File: src/rtl/rr_arb_pkg.sv
// Shared types and constants for the eight-way round-robin decode arbiter.
package rr_arb_pkg;

    localparam int NREQ  = 8;
    localparam int IDX_W = 3;

    typedef logic [IDX_W-1:0] idx_t;

    typedef enum logic {
        IDLE  = 1'b0,
        GRANT = 1'b1
    } state_t;

endpackage

File: src/rtl/decoder_3to8.sv
// Purely combinational 3-to-8 one-hot decoder.
module decoder_3to8
    import rr_arb_pkg::*;
(
    input  idx_t            idx_i,
    output logic [NREQ-1:0] onehot_o
);

    // Exactly one output bit set, selected by idx_i.
    always_comb begin
        onehot_o        = '0;
        onehot_o[idx_i] = 1'b1;
    end

endmodule

File: src/rtl/rr_decode_arbiter.sv
// Eight-way round-robin arbiter with registered winner index, hold-time
// preemption and a guaranteed idle cycle between consecutive grants.
//
//   state | meaning
//   IDLE  | no grant active; picks a winner when arb_en=1 and req!=0
//   GRANT | grant to gnt_idx held until release or hold limit reached
module rr_decode_arbiter
    import rr_arb_pkg::*;
#(
    parameter int HOLD_MAX = 16,
    parameter int CNT_W    = 5
) (
    input  logic            clk,
    input  logic            rst_n,
    input  logic            arb_en,
    input  logic [NREQ-1:0] req,
    output logic [NREQ-1:0] grant,
    output logic [IDX_W-1:0] gnt_idx,
    output logic            gnt_valid,
    output logic            preempt
);

    // With HOLD_MAX = 0 the compare value is irrelevant; PREEMPT_EN masks it.
    localparam bit               PREEMPT_EN = (HOLD_MAX != 0);
    localparam logic [CNT_W-1:0] HOLD_LAST  = (HOLD_MAX == 0) ? '0 : CNT_W'(HOLD_MAX - 1);

    state_t           state_q;
    idx_t             ptr_q;
    idx_t             gnt_idx_q;
    logic             gnt_valid_q;
    logic             preempt_q;
    logic [CNT_W-1:0] hold_cnt_q;
    idx_t             win_idx_d;
    logic [NREQ-1:0]  dec_onehot;

    // Rotate so ptr sits at bit 0, take the lowest set bit, rotate back.
    function automatic idx_t rr_pick(input logic [NREQ-1:0] r, input idx_t p);
        logic [2*NREQ-1:0] dbl;
        logic [NREQ-1:0]   rot;
        idx_t              off;
        dbl = {r, r} >> p;
        rot = dbl[NREQ-1:0];
        off = '0;
        for (int i = NREQ - 1; i >= 0; i--) begin
            if (rot[i]) off = idx_t'(i);
        end
        return idx_t'(p + off);
    endfunction

    // Candidate winner from the current pointer; only used in IDLE.
    always_comb begin
        win_idx_d = rr_pick(req, ptr_q);
    end

    // Arbitration FSM with registered outputs.
    always_ff @(posedge clk or negedge rst_n) begin
        if (!rst_n) begin
            state_q     <= IDLE;
            ptr_q       <= '0;
            hold_cnt_q  <= '0;
            gnt_idx_q   <= '0;
            gnt_valid_q <= 1'b0;
            preempt_q   <= 1'b0;
        end else begin
            preempt_q <= 1'b0;
            case (state_q)
                IDLE: begin
                    if (arb_en && (|req)) begin
                        gnt_idx_q   <= win_idx_d;
                        gnt_valid_q <= 1'b1;
                        hold_cnt_q  <= '0;
                        state_q     <= GRANT;
                    end
                end
                GRANT: begin
                    // Release wins over preemption when both hit on the same edge.
                    if (!req[gnt_idx_q]) begin
                        state_q     <= IDLE;
                        gnt_valid_q <= 1'b0;
                        ptr_q       <= idx_t'(gnt_idx_q + idx_t'(1));
                    end else if (PREEMPT_EN && (hold_cnt_q == HOLD_LAST)) begin
                        state_q     <= IDLE;
                        gnt_valid_q <= 1'b0;
                        ptr_q       <= idx_t'(gnt_idx_q + idx_t'(1));
                        preempt_q   <= 1'b1;
                    end else begin
                        hold_cnt_q <= hold_cnt_q + CNT_W'(1);
                    end
                end
                default: begin
                    state_q     <= IDLE;
                    gnt_valid_q <= 1'b0;
                end
            endcase
        end
    end

    decoder_3to8 u_dec (
        .idx_i    (gnt_idx_q),
        .onehot_o (dec_onehot)
    );

    assign grant     = dec_onehot & {NREQ{gnt_valid_q}};
    assign gnt_idx   = gnt_idx_q;
    assign gnt_valid = gnt_valid_q;
    assign preempt   = preempt_q;

endmodule
File: config.mk
export PLATFORM = sky130hd
export DESIGN_NAME = rr_decode_arbiter
export DESIGN_NICKNAME = d
export VERILOG_FILES = /design/src/rtl/rr_arb_pkg.sv /design/src/rtl/decoder_3to8.sv /design/src/rtl/rr_decode_arbiter.sv
export SDC_FILE = /design/constraint.sdc
export NUM_CORES = 1
export LEC_CHECK = 0
export ABC_AREA = 1
export CAP_MARGIN = 0
export CORE_AREA = 2 2 61 63
export CTS_BUF_LIST = sky130_fd_sc_hd__clkbuf_4
export CTS_CLUSTER_SIZE = 8
export DETAILED_ROUTE_END_ITERATION = 6
export DIE_AREA = 0 0 63 65
export SLEW_MARGIN = 0
export SYNTH_ARGS = -nofsm -noshare
export SYNTH_HDL_FRONTEND = slang
export SYNTH_SLANG_ARGS = --single-unit
export TNS_END_PERCENT = 1
File: constraint.sdc
create_clock -name clk -period 6 [get_ports clk]
set_input_delay 1.2 -clock clk [delete_from_list [all_inputs] [get_ports clk]]
set_output_delay 1.2 -clock clk [all_outputs]
set_load 0.01 [all_outputs]
Word-level counts from Yosys, hierarchy flattened
Index checks and enable logic that the tools add are counted.

word-level totals
  register bits after elaboration = 14
  bits of input ports = 11
  output and inout port bits = 13
  logic and storage cells = 56

operators by class
  add/sub/neg operators = 3
  $lt $le $gt $ge = 2
  equal/unequal tests = 6
  shifts and indexed selects = 1
  mux-type cells = 29
  bitwise logic cells = 2
  reduce and logical (&&, ||, !) cells = 7

operators with widths
  kind                 number
  $mux 3               10
  $shr 16x3->8         1
  $mux 5               3
  $mux 1               11
  $pmux 5 s2           1
  $and 8x8->8          1
  $reduce_or 8->1      1
  $reduce_and 2->1     3
  $add 5x1->5 const B  1
  $eq 5x4->1 const B   1
  $lt 3x4->1 const B   1
  $ne 2x1->1 const B   2
  $ne 2x2->1 const B   2
  $pmux 1 s2           2
  $add 3x1->3 const B  1
  $add 3x3->3          1
  $bmux 1 s3           1
  $demux 1 s3          1
  $ge 3x1->1 const B   1
  $ne 3x2->1 const B   1
  $reduce_and 3->1     1
  $logic_and 1x1->1    2
  $not 1->1            1

Logic depth before layout (Yosys ltp)
  depth in word-level cells = 10
  gate-level depth with buffers = 21
  gate-level depth less buffers = 20

Cells and area by module
Synthesis repeated with hierarchy kept, for this count alone.

second synthesis, totals
  cell total of the unflattened synthesis = 215
  area total of the unflattened synthesis = 1,386.3 um^2

modules (own cells, without submodules)
  module             times used  cells each  area an instance (um^2)  seq. area each (um^2)
  rr_decode_arbiter  1           200         1,330.0                  350.3
  decoder_3to8       1           15          56.3                     0.0

Worst setup path after synthesis
OpenSTA, ideal clock, no wires.

  kind = input port to flip-flop
  from = input port req[5]
  to = register gnt_idx_q[2], in the netlist gnt_idx[2]
  setup time = 117 ps
  data arrival time = 2,782 ps
  required time = 5,883 ps
  path slack = 3,100 ps
  stages on the path = 19
  path buffers = 0
  cell sequence = nand2_1 > nand3_1 > nand2_1 > nand2_1 > nand2_1 > nand2_1 > nand2_1 > nand2_1 > nand2_1 > nand2_1 > a21oi_1 > ha_1 > inv_1 > fa_1 > xor2_1 > inv_1 > nand3_1 > nand3_1 > nand2_1

between the ends
  longest elaborated chain between the ends = 10
  elaborated cells on any way between the ends = 13
  those cells by class = add/sub (1); shift (1); mux (8); reduce/logical (3)

RTL lines
  item                    line                     RTL
  start: declaration      rr_decode_arbiter.sv:16  input logic [NREQ-1:0] req,
  $shr 16x3->8            rr_decode_arbiter.sv:41  dbl = {r, r} >> p;
  $mux 3 (8 in a row)     rr_decode_arbiter.sv:45  if (rot[i]) off = idx_t'(i);
  $add 3x3->3             rr_decode_arbiter.sv:47  return idx_t'(p + off);
  end signal: assignment  rr_decode_arbiter.sv:69  gnt_idx_q <= win_idx_d;
  end: declaration        rr_decode_arbiter.sv:29  idx_t gnt_idx_q;

Several ways; a longest one is shown, not always the timed one.
A chain may end at the register's enable or synchronous reset.

Worst setup path after layout
Same ends and word-level chain as after synthesis.

==> reports/metrics.csv <==
stage,metric,value,unit
outcome,outcome,finished clean,
sta,setup_tns,0,ns
clock_network,cts.repair.resized,0,
floorplanning,ios,24,
global_routing,grt_max_degree,15,
floorplanning,fp.dieArea,4100,µm²
critical_path,crit_type,input port to flip-flop,
finish,n_antenna_cell,0,
logic_synthesis,avgSynthCellArea,6.32,µm²
pwr,clockPowerShare,0.065,
finish,fin_nets,243,
route,wl_per_cell,10.8,µm
placement,numPortBuffers,23,
critical_path,crit_path_top_delay_cell,clkdlybuf4s50_1,
route,drt_iter0_markers,136,
logic_synthesis,yosys_register_bits,14,
finish,final_cell_mix,"nand2_1 (71), nand3_1 (27), nor2_1 (25)",
critical_path,crit_arrival,3.54,ns
sta,final-max-slew-violation-count,0,
placement,placed_area,1550,µm²
min_path,min_path_type,flip-flop to flip-flop,
clock_network,cts_buffers,3,
critical_path,crit_buf_inv,3,
min_path,min_path_cells,1,
finish,syn2layout_area_growth,22.9,%
critical_path,cpPeakStageDelay,0.50,ns
clock_network,cts_tree,built,
clock_network,cts_setup_buffers,0,
placement,dp_slack,2.33,ns
clock_network,ctsRootBufferMaster,clkbuf_4,
critical_path,required,6.16,ns
sta,fmax,296,MHz
pwr,power,0.762,mW
logic_synthesis,yosysSeqAreaShare,0.275,
global_routing,grt_pass1_wl,5020,µm
global_routing,grt_overflow_total,0,
logic_synthesis,yosysUniqueCellTypes,28,
sta,min_period,3.38,ns
clock_network,hold_buffers,0,
critical_path,cp_max_fo,4,
critical_path,cp_cell_sequence,clkdlybuf4s50_1 > nand2_1 > nand3_1 > nand2_1 > nand2_1 > nand2_1 > nand2_1 > nand2_1 > nand2_1 > nand2_1 > nand2_1 > a21oi_1 > ha_1 > inv_1 > fa_1 > xor2_1 > inv_1 > nand3_1 > nand3_1 > nand2_1,
placement,dp_hpwl,2310,µm
route,detail_route.first_pass.iterations,4,
finish,final_common_cell,nand2_1,
min_path,min-delay-start,hold_cnt_q[0],
critical_path,critPathCaptureType,flip-flop,
finish,nFillCells,392,
pwr,swShare,0.525,
floorplanning,die_h,65,µm
floorplanning,die_w,63,µm
logic_synthesis,synth_warnings,0,
pwr,vdd_drop_max,0.000228,V
logic_synthesis,syn_nets,218,
finish,stdcell_count,273,
clock_network,insertion_delay,0.27,ns
finish,postLayoutCoreUtil,0.449,
global_routing,antenna_found_initial,0,
pwr,combPwrFrac,0.677,
finish,drive_gt1_frac,0.0667,
route,viasPerCell,4.78,
placement,place_inst,270,
sta,finalSetupViolations,0,
critical_path,reg2regPathDepth,20,
route,wl,2950,µm
sta,worst_pin_slew,0.603,ns
sta,whs,0.509,ns
sta,period_share,0.563,
placement,place_congestion,0.826,
sta,skew,0.00284,ns
clock_network,htree_levels,1,
pwr,power_leakage,0.752,nW
critical_path,r2r_slack,3.40,ns
global_routing,grtUsageTotal,0.152,
finish,stdcell_area,1570,µm²
logic_synthesis,syn_inst,202,
sta,rsz0062_at_grt,false,
clock_network,clk_pin_slew,0.08,ns
sta,finalHoldViolations,0,
flow_run,maxCapViolations,0,
critical_path,r2r_start,ptr_q[0],
critical_path,crit_path_frequent_cell,nand2_1,
sta,worst_slack,2.62,ns
critical_path,start_kind,input port,
pwr,power_density,486,nW/µm²
clock_network,cts_sinks,14,
pwr,internal_power,0.362,mW
global_routing,grt_pass1_vias,1136,
clock_network,cts_buffer_depth,2,
floorplanning,initial_core_util,0.365,
pwr,seqPwrFrac,0.258,
critical_path,r2r_end,gnt_idx[2],
floorplanning,rows,22,
min_path,whs_endpoint,hold_cnt_q[0],
route,route.vias.total,1304,
route,drc,0,
pwr,p_sw,0.400,mW
route,detail-route-antenna-nets,0,
sta,max_slew_margin,0.596,
logic_synthesis,netlist_area,1280,µm²
floorplanning,core_area,3500,µm²
critical_path,path_delay_family,simple AND/OR/NAND/NOR gates,
-- cell usage after synthesis --
master / count / area, µm²
inv_4: 1 / 6.26
clkinv_2: 1 / 5.00
nand2_1: 71 / 267
dfrtp_1: 14 / 350
buf_4: 2 / 15.0
xor2_1: 2 / 17.5
inv_2: 3 / 11.3
nand2_2: 1 / 6.26
ha_1: 4 / 50.1
a21oi_1: 3 / 15.0
o21ai_0: 4 / 20.0
buf_2: 1 / 5.00
a21oi_4: 1 / 16.3
mux2i_1: 1 / 10.0
o211ai_1: 3 / 22.5
o21bai_1: 1 / 7.51
nand3_1: 27 / 135
nor3_1: 1 / 5.00
nand2_4: 2 / 22.5
fa_1: 1 / 20.0
or2_1: 2 / 12.5
nand3_4: 1 / 17.5
nor2_1: 25 / 93.8
bufinv_8: 1 / 17.5
inv_1: 20 / 75.1
o21ai_1: 7 / 35.0
xnor2_1: 1 / 8.76
o21ai_2: 1 / 8.76
-- per-layer routing --
metal / track usage / vias to the layer above / routed length (µm)
met3: 0.0260 / 2 / 120
met1: 0.208 / 596 / 1460
met2: 0.243 / 17 / 1360
li1: - / 689 / -
met4: 0.0528 / 0 / 16
met5: 0 / - / 0
-- cell families after synthesis --
family,count (synthesis),share of synthesized area
fa+ha+maj,5,0.0549
mux,1,0.00784
flops,14,0.275
simple gates,130,0.438
xor+xnor,3,0.0206
buf+inv,29,0.106
compound gates,20,0.0980
-- power groups by stage --
stage | Sequential, mW | Clock, mW | Combinational (mW)
3_5_place_dp | 0.199 | 0 | 0.517
5_1_grt | 0.205 | 0.0554 | 0.597
2_1_floorplan | 0.167 | 0 | 0.412
6_report | 0.196 | 0.0494 | 0.516
4_1_cts | 0.197 | 0.0528 | 0.522
3_3_place_gp | 0.199 | 0 | 0.522
-- worst register-to-register path, delay by kind of cell, from the launching register on --
kind | cells | cell delay (ns)
and+or+nand+nor | 13 | 0.86
buffers and inverters | 3 | 0.23
DFF | 1 | 0.59
AOI/OAI and AO/OA | 1 | 0.13
adders and majority gates | 2 | 0.53
xor gates and xnor gates | 1 | 0.16
-- worst max-delay path by stage --
| stage | from | to | slack [ns] | depth (start not counted) |
|---|---|---|---|---|
| 6_report | req[5] | gnt_idx[2] | 2.62 | 20 |
| 5_1_grt | req[3] | gnt_idx[2] | 2.36 | 19 |
| 4_1_cts | req[2] | gnt_idx[2] | 2.63 | 19 |
| 3_5_place_dp | req[2] | gnt_idx[2] | 2.33 | 19 |
| 3_3_place_gp | req[2] | gnt_idx[2] | 2.34 | 19 |
| 2_1_floorplan | req[5] | gnt_idx[2] | 3.10 | 19 |
-- registers in the layout (all words and copies together), names as in the netlist --
name        flops
ptr_q           3
gnt_idx         3
state_q         1
hold_cnt_q      5
gnt_valid       1
preempt         1
-- area by class of cell --
type | count | area (µm²) | area share
clock buffer | 3 | 22.5 | 0.0144
inverter | 26 | 115 | 0.0734
multi-input combinational | 159 | 791 | 0.504
sequential | 14 | 350 | 0.223
tap | 48 | 60.1 | 0.0383
timing repair buffer | 23 | 230 | 0.147
Note: power is estimated with default switching activity, not from simulation.
